`config.mk`:
```
export PLATFORM = sky130hd
export DESIGN_NAME = nxs_nonce_reporter
export DESIGN_NICKNAME = d
export VERILOG_FILES = /design/src/rtl/nxs_nonce_reporter.sv
export SDC_FILE = /design/constraint.sdc
export NUM_CORES = 1
export LEC_CHECK = 0
export BUFFER_PORTS_ARGS = -buffer_cell sky130_fd_sc_hd__buf_2
export CORE_MARGIN = 3
export CORE_UTILIZATION = 45
export DETAILED_ROUTE_END_ITERATION = 7
export SLEW_MARGIN = 20
export SYNTH_ARGS = -nofsm -noshare
export SYNTH_HDL_FRONTEND = slang
export SYNTH_SLANG_ARGS = --single-unit
```
`constraint.sdc`:
```
create_clock -name clk -period 5.4 [get_ports clk]
set_clock_uncertainty 0.1 [all_clocks]
set_input_delay 0.27 -clock clk [delete_from_list [all_inputs] [get_ports clk]]
set_output_delay 0.27 -clock clk [all_outputs]
set_load 0.01 [all_outputs]
```
`src/rtl/nxs_nonce_reporter.sv`:
```
// Nonce reporter: queues good nonces from the hash core and serializes each one as a
// 9-byte frame (header + 8 nonce bytes, LSB first) on a valid/ready byte stream.
module nxs_nonce_reporter #(
    parameter int          FIFO_DEPTH = 4,
    parameter logic [7:0]  HDR_BYTE   = 8'hA5
) (
    input  logic                          clk,
    input  logic                          rst,
    input  logic                          GoodNonceFound,
    input  logic [63:0]                   NonceIn,
    input  logic                          WorkReload,
    output logic [7:0]                    TxByte,
    output logic                          TxValid,
    input  logic                          TxReady,
    output logic [$clog2(FIFO_DEPTH):0]   Pending,
    output logic [15:0]                   DropCount
);

    localparam int AW = $clog2(FIFO_DEPTH);
    localparam int CW = AW + 1;

    typedef enum logic [0:0] {
        IDLE = 1'b0,
        SEND = 1'b1
    } state_t;

    state_t          state_r;
    logic [63:0]     fifoMem_r [FIFO_DEPTH];
    logic [AW-1:0]   wrPtr_r;
    logic [AW-1:0]   rdPtr_r;
    logic [CW-1:0]   count_r;
    logic [63:0]     shiftReg_r;
    logic [3:0]      byteIdx_r;
    logic [7:0]      txByte_r;
    logic            txValid_r;
    logic [15:0]     dropCount_r;

    logic            full_s;
    logic            empty_s;
    logic            push_s;
    logic            drop_s;
    logic            xfer_s;
    logic            lastXfer_s;
    logic            pop_s;
    logic [63:0]     headNonce_s;

    // Queue status and push/pop decisions; fullness uses the pre-edge count only.
    always_comb begin
        full_s      = (count_r == CW'(FIFO_DEPTH));
        empty_s     = (count_r == {CW{1'b0}});
        push_s      = GoodNonceFound & ~WorkReload & ~full_s;
        drop_s      = GoodNonceFound & ~WorkReload & full_s;
        xfer_s      = txValid_r & TxReady;
        lastXfer_s  = (state_r == SEND) & xfer_s & (byteIdx_r == 4'd8);
        headNonce_s = fifoMem_r[rdPtr_r];
        case (state_r)
            IDLE:    pop_s = ~empty_s & ~WorkReload;
            SEND:    pop_s = ~empty_s & ~WorkReload & lastXfer_s;
            default: pop_s = 1'b0;
        endcase
    end

    // Nonce storage; contents need no reset because pointers and count gate every read.
    always_ff @(posedge clk) begin
        if (push_s) begin
            fifoMem_r[wrPtr_r] <= NonceIn;
        end
    end

    // Queue pointers and occupancy; a reload discards everything still queued.
    always_ff @(posedge clk) begin
        if (rst) begin
            wrPtr_r <= {AW{1'b0}};
            rdPtr_r <= {AW{1'b0}};
            count_r <= {CW{1'b0}};
        end else if (WorkReload) begin
            wrPtr_r <= {AW{1'b0}};
            rdPtr_r <= {AW{1'b0}};
            count_r <= {CW{1'b0}};
        end else begin
            if (push_s) begin
                wrPtr_r <= wrPtr_r + AW'(1);
            end
            if (pop_s) begin
                rdPtr_r <= rdPtr_r + AW'(1);
            end
            case ({push_s, pop_s})
                2'b10:   count_r <= count_r + CW'(1);
                2'b01:   count_r <= count_r - CW'(1);
                default: count_r <= count_r;
            endcase
        end
    end

    // Saturating count of nonces lost to a full queue.
    always_ff @(posedge clk) begin
        if (rst) begin
            dropCount_r <= 16'h0000;
        end else if (drop_s && (dropCount_r != 16'hFFFF)) begin
            dropCount_r <= dropCount_r + 16'h0001;
        end else begin
            dropCount_r <= dropCount_r;
        end
    end

    // Frame serializer: header then nonce bytes LSB first, chaining frames back-to-back.
    always_ff @(posedge clk) begin
        if (rst) begin
            state_r    <= IDLE;
            shiftReg_r <= 64'h0;
            byteIdx_r  <= 4'd0;
            txByte_r   <= 8'h00;
            txValid_r  <= 1'b0;
        end else begin
            case (state_r)
                IDLE: begin
                    if (pop_s) begin
                        shiftReg_r <= headNonce_s;
                        txByte_r   <= HDR_BYTE;
                        txValid_r  <= 1'b1;
                        byteIdx_r  <= 4'd0;
                        state_r    <= SEND;
                    end
                end
                SEND: begin
                    if (xfer_s) begin
                        if (byteIdx_r == 4'd8) begin
                            if (pop_s) begin
                                shiftReg_r <= headNonce_s;
                                txByte_r   <= HDR_BYTE;
                                byteIdx_r  <= 4'd0;
                            end else begin
                                txValid_r  <= 1'b0;
                                state_r    <= IDLE;
                            end
                        end else begin
                            txByte_r   <= shiftReg_r[7:0];
                            shiftReg_r <= {8'h00, shiftReg_r[63:8]};
                            byteIdx_r  <= byteIdx_r + 4'd1;
                        end
                    end
                end
                default: begin
                    txValid_r <= 1'b0;
                    state_r   <= IDLE;
                end
            endcase
        end
    end

    assign TxByte    = txByte_r;
    assign TxValid   = txValid_r;
    assign Pending   = count_r;
    assign DropCount = dropCount_r;

endmodule

```
Word-level counts from Yosys, hierarchy flattened
Memory sizes are Yosys's and may differ from the RTL's. A register that Yosys moved wholly into a read port is not among the register bits.
Cells that the tools add are included.
{"block": "op_classes", "n_reduce_logical": 5, "addsub": 6, "n_eq_ne": 9, "mux": 27, "bitwise_logic": 12}
{"op": "64-bit 2-to-1 mux", "n": 3}
{"op": "64-bit one-hot mux with 2 select lines", "n": 1}
{"op": "8-bit 2-to-1 mux", "n": 3}
{"op": "16-bit by 1-bit adder with 16-bit output (second input constant)", "n": 1}
{"op": "16-bit inequality test (second input constant)", "n": 1}
{"op": "8-bit one-hot mux with 2 select lines", "n": 1}
{"op": "4-bit 2-to-1 mux", "n": 3}
{"op": "1-bit 2-to-1 mux", "n": 9}
{"op": "1-bit bitwise AND", "n": 8}
{"op": "4-bit one-hot mux with 2 select lines", "n": 1}
{"op": "1-bit one-hot mux with 2 select lines", "n": 3}
{"op": "3-bit one-hot mux with 2 select lines", "n": 1}
{"op": "2-bit by 1-bit adder with 2-bit output (second input constant)", "n": 2}
{"op": "4-bit by 1-bit adder with 4-bit output (second input constant)", "n": 1}
{"op": "4-bit == test (second input constant)", "n": 1}
{"op": "2-bit 2-to-1 mux", "n": 2}
{"op": "2-bit by 1-bit inequality test with 1-bit output (second input constant)", "n": 2}
{"op": "2-bit inequality test (second input constant)", "n": 2}
{"op": "1-bit inverter", "n": 4}
{"op": "4-bit AND reduction", "n": 1}
{"op": "3-bit by 1-bit adder with 3-bit output (second input constant)", "n": 1}
{"op": "3-bit == test (second input constant)", "n": 1}
{"op": "3-bit zero test", "n": 1}
{"op": "3-bit by 1-bit subtractor with 3-bit output (second input constant)", "n": 1}
{"op": "5 further kinds", "n": 5}
{"block": "totals", "mem_bits_rw": 256, "regBits": 101, "out_inout_bits": 28, "mem_count": 1, "in_bits": 69}
{"name": "fifoMem_r", "words": 4, "word_bits": 64, "rd": 1, "rd_ports_with_merged_regs": 1, "wr": 1, "line_no": "28", "source": "logic [63:0] fifoMem_r [FIFO_DEPTH];"}

Longest topological paths before layout
{"block": "logic_depth", "ltp_word": 9, "ltp_mapped": 13, "depth_no_buf": 11}

Least setup slack after synthesis
No wires, ideal clock.
{"block": "synth_timing", "kind": "register -> register", "from": "register count_r[0], in the netlist Pending[0]", "to": "memory fifoMem_r[0][0] (enable)", "t_arrival_ns": 2.580, "path_stages_with_launch": 4, "path_slack_ns": 2.292, "n_path_buf": 0, "setup_time_ns": 0.429, "period_less_slack_ns": 3.108, "required_ns": 4.871, "path_cell_list": "dfxtp_1 nor2_1 a21boi_1 and2_1"}
{"block": "synth_between", "elab_chain_len": 5}
{"item": "start: declaration", "line_no": "31", "source": "logic [CW-1:0] count_r;"}
{"item": "start signal: assignment", "line_no": "75", "source": "count_r <= {CW{1'b0}};"}
{"item": "start signal: assignment", "line_no": "79", "source": "count_r <= {CW{1'b0}};"}
{"item": "start signal: assignment", "line_no": "88", "source": "2'b10: count_r <= count_r + CW'(1);"}
{"item": "3-bit == test", "line_no": "49", "source": "full_s = (count_r == CW'(FIFO_DEPTH));"}
{"item": "1-bit inverter", "line_no": "51", "source": "push_s = GoodNonceFound & ~WorkReload & ~full_s;"}
{"item": "1-bit bitwise AND", "line_no": "51"}
{"item": "1-bit 2-to-1 mux", "line_no": "65", "source": "if (push_s) begin"}
{"item": "1-bit 2-to-1 mux (implied by the code)", "line_no": "66", "source": "fifoMem_r[wrPtr_r] <= NonceIn;"}
{"item": "end: declaration", "line_no": "28"}
No other way between the ends.

Worst setup path in the final report
{"block": "layout_timing", "from": "register count_r[0], in the netlist Pending[0]", "to": "memory fifoMem_r[3][29] (enable)"}
The elaborated chain is that of the path after synthesis.

==> run_results.csv <==
group,metric,value,unit
placement,io_buffers,96,
cells_and_area,instances_no_fill,1488,
global_routing,grt_pass1_vias,8295,
floorplanning,chipHeight,182.1,microns
cts,cts_tree,"done",
placement,gp_congestion,0.8051,
synthesis,yosysSeqAreaShare,69.90,%
routing,drc,0,
cts,clock_latency,0.52,ns
global_routing,track_usage,17.76,%
cells_and_area,drive_gt1_share,23.04,%
cells_and_area,finalNetCount,1146,
floorplanning,io_pins,97,
synthesis,synthArstFlopShare,0,%
worst_setup_path,r2r_cells,4,
routing,wl,29550,microns
floorplanning,num_rows,63,
synthesis,synth_ff_type,"edfxtp_1",
worst_setup_path,critPathKind,"flip-flop to flip-flop",
cts,htree_levels,2,
global_routing,grt_overflow,0,
cts,clkTransAtPathRegs,0.06,ns
worst_setup_path,critPathArrivalTime,3.01,ns
job,maxCapViolations,0,
routing,drt_iter0_markers,577,
worst_setup_path,cp-start-kind,"flip-flop",
global_routing,grt_first_pass_wirelength,46780,microns
cells_and_area,final_area,16670,sq um
synthesis,syn_inst,920,
floorplanning,fp.dieW,182.1,microns
global_routing,grt_max_degree,65,
cells_and_area,num_antenna_cells,0,
power_and_ir_drop,p_leak,0.005616,uW
global_routing,met3_usage,2.830,%
timing,setup_viol,0,
worst_setup_path,end_kind,"flip-flop",
timing,drv_slew,0,
routing,drt-vias-per-instance,5.603,
cts,post_cts_buffers,0,
routing,dr_total_vias,8337,
global_routing,grt_util_met1,24.68,%
synthesis,syn-cell-area,13950,sq um
worst_setup_path,r2r-start,"Pending[0]",
cts,cts-root-buf,"clkbuf_16",
timing,final.period_utilization,55.15,%
min_path,worstHoldStart,"TxReady",
worst_setup_path,critPathMaxFanout,41,
global_routing,grt_util_met2,29.78,%
routing,wl_per_cell,19.86,microns
worst_setup_path,required,5.43,ns
timing,tightestPinTransition,1.095,ns
min_path,min_to,"byteIdx_r[1]",
floorplanning,initial_core_util,46.32,%
cells_and_area,areaGrowthSynthToFinish,19.53,%
synthesis,synth-seq-cells,359,
power_and_ir_drop,powerDensity,356.1,nW/um^2
synthesis,synth-edff-count,256,
synthesis,yosysWarnings,0,
global_routing,antenna_found_initial,0,
synthesis,syn_nets,998,
status,status,"completed",
global_routing,top_usage_layer,"met2",
cts,numCtsBuffers,39,
placement,placed_cells,1352,
floorplanning,core_area,30110,sq um
min_path,hold_depth,3,
routing,first_pass_iters,5,
worst_setup_path,reg2reg_to,"fifoMem_r[3][29]",
routing,ant_nets,0,
cts,max-clock-path-buffers,3,
timing,timing.slew.headroom,26.97,%
timing,finalHoldViolCount,0,
cells_and_area,fill_cells,2443,
placement,place_area,14730,sq um
power_and_ir_drop,vdd_drop_max,0.0002435,V
min_path,worstHoldPathType,"input pin to flip-flop",
timing,fin_setup_tns,0,ns
timing,fmax,0.3358,GHz
cts,cts_sinks,359,
floorplanning,die_area,33140,sq um
placement,post-dp-hpwl,17530,microns
timing,rsz0062_at_grt,"no",
worst_setup_path,regToRegSetupSlack,2.42,ns
timing,finalCriticalPeriod,2.978,ns
synthesis,ys_types,56,
synthesis,syn_area_per_cell,15.16,sq um
registers in the layout, indices dropped and copies added, names as in the netlist, named ones only:
signal / count
DropCount: 16
Pending: 3
TxByte: 8
TxValid: 1
byteIdx_r: 4
fifoMem_r: 256
rdPtr_r: 2
shiftReg_r: 64
state_r: 1
wrPtr_r: 2
synth_stat cells (all sizes together), types with 5 or more instances:
master  number  area, sq um
nor2        68        255.2
ha           8        100.1
a21oi       95        475.5
mux4        64         1441
dfxtp      103         2062
o21ai       21        105.1
o31ai       10        75.07
nand4        7        50.05
nor3        61        310.3
or3          6        40.03
clkbuf      34        130.1
buf         33        178.9
and2         5        31.28
edfxtp     256         7687
nand3       15        87.59
nor4        54        352.8
inv         15        56.30
nand2       13        48.80
or4          8        60.06
power breakdown:
group | switching, uW | internal (uW)
Clock | 1010 | 1580
Sequential | 34.9 | 3020
Combinational | 160 | 126
Total | 1210 | 4730
worst max-delay path, stage by stage, from the launching register on:
cell      delay, ns
dfxtp_1        0.49
nor2_1         0.14
a21boi_1       0.51
and2_2         0.70
buf_4          0.63
routing by layer:
layer	share of wire (%)	up-vias	wire length [microns]
met5	0	-	0
met4	1.7	0	506
met3	4.4	40	1300
met2	50	204	14650
met1	44	4173	13100
li1	-	3920	-
layout make-up:
class,instances,area (sq um),area share [%]
Sequential cell,359,9754,58.51
Multi-Input combinational cell,479,3862,23.17
Timing Repair Buffer,174,1239,7.430
Clock buffer,57,1116,6.695
Tap cell,390,488.0,2.927
Clock inverter,14,155.1,0.9307
Inverter,15,56.30,0.3377
stage by stage:
step	util (%)	hold slack (ns)	setup WS, ns	total power (uW)
final	55.36	0.04656	2.422	5936
after global routing	55.36	0.05484	2.191	6151
after CTS	55.28	0.02587	2.376	5997
after detailed placement	48.93	0.3525	2.366	3363
after global placement	48.93	0.3445	2.387	3358
after floorplan	-	0.2689	2.292	3260
worst max-delay path by stage:
stage / from / end
after floorplan: Pending[0] / fifoMem_r[0][0]
after global placement: WorkReload / fifoMem_r[3][25]
after detailed placement: WorkReload / fifoMem_r[3][14]
after CTS: Pending[0] / fifoMem_r[2][51]
after global routing: byteIdx_r[0] / Pending[2]
final: Pending[0] / fifoMem_r[3][29]
cell usage in the layout, fill, tap and decap left out, types with 8 or more instances in the layout:
| master | n |
|---|---|
| nor2_1 | 68 |
| dlygate4sd3_1 | 64 |
| mux4_2 | 64 |
| a21oi_1 | 95 |
| nor3_1 | 60 |
| buf_4 | 13 |
| nand2_1 | 12 |
| ha_1 | 8 |
| nand3_1 | 14 |
| edfxtp_1 | 256 |
| clkbuf_16 | 41 |
| clkbuf_1 | 13 |
| inv_1 | 15 |
| o31ai_1 | 10 |
| dfxtp_1 | 101 |
| or4_1 | 8 |
| nor4_1 | 53 |
| o21ai_0 | 20 |
| buf_2 | 96 |
kinds of logic after synthesis:
logic type,synth area share (%)
DFF,69.90
adders and majority gates,0.8613
muxes,10.64
AOI/OAI and AO/OA,5.957
xor gates and xnor gates,0.1884
and+or+nand+nor,9.832
buffers and inverters,2.620
repair_timing:
item                                   CTS  global route
endpoints found under the hold margin  256             0
hold buffers                            64             0
resized for setup                        0             0
(Power assumes the default switching activity.)
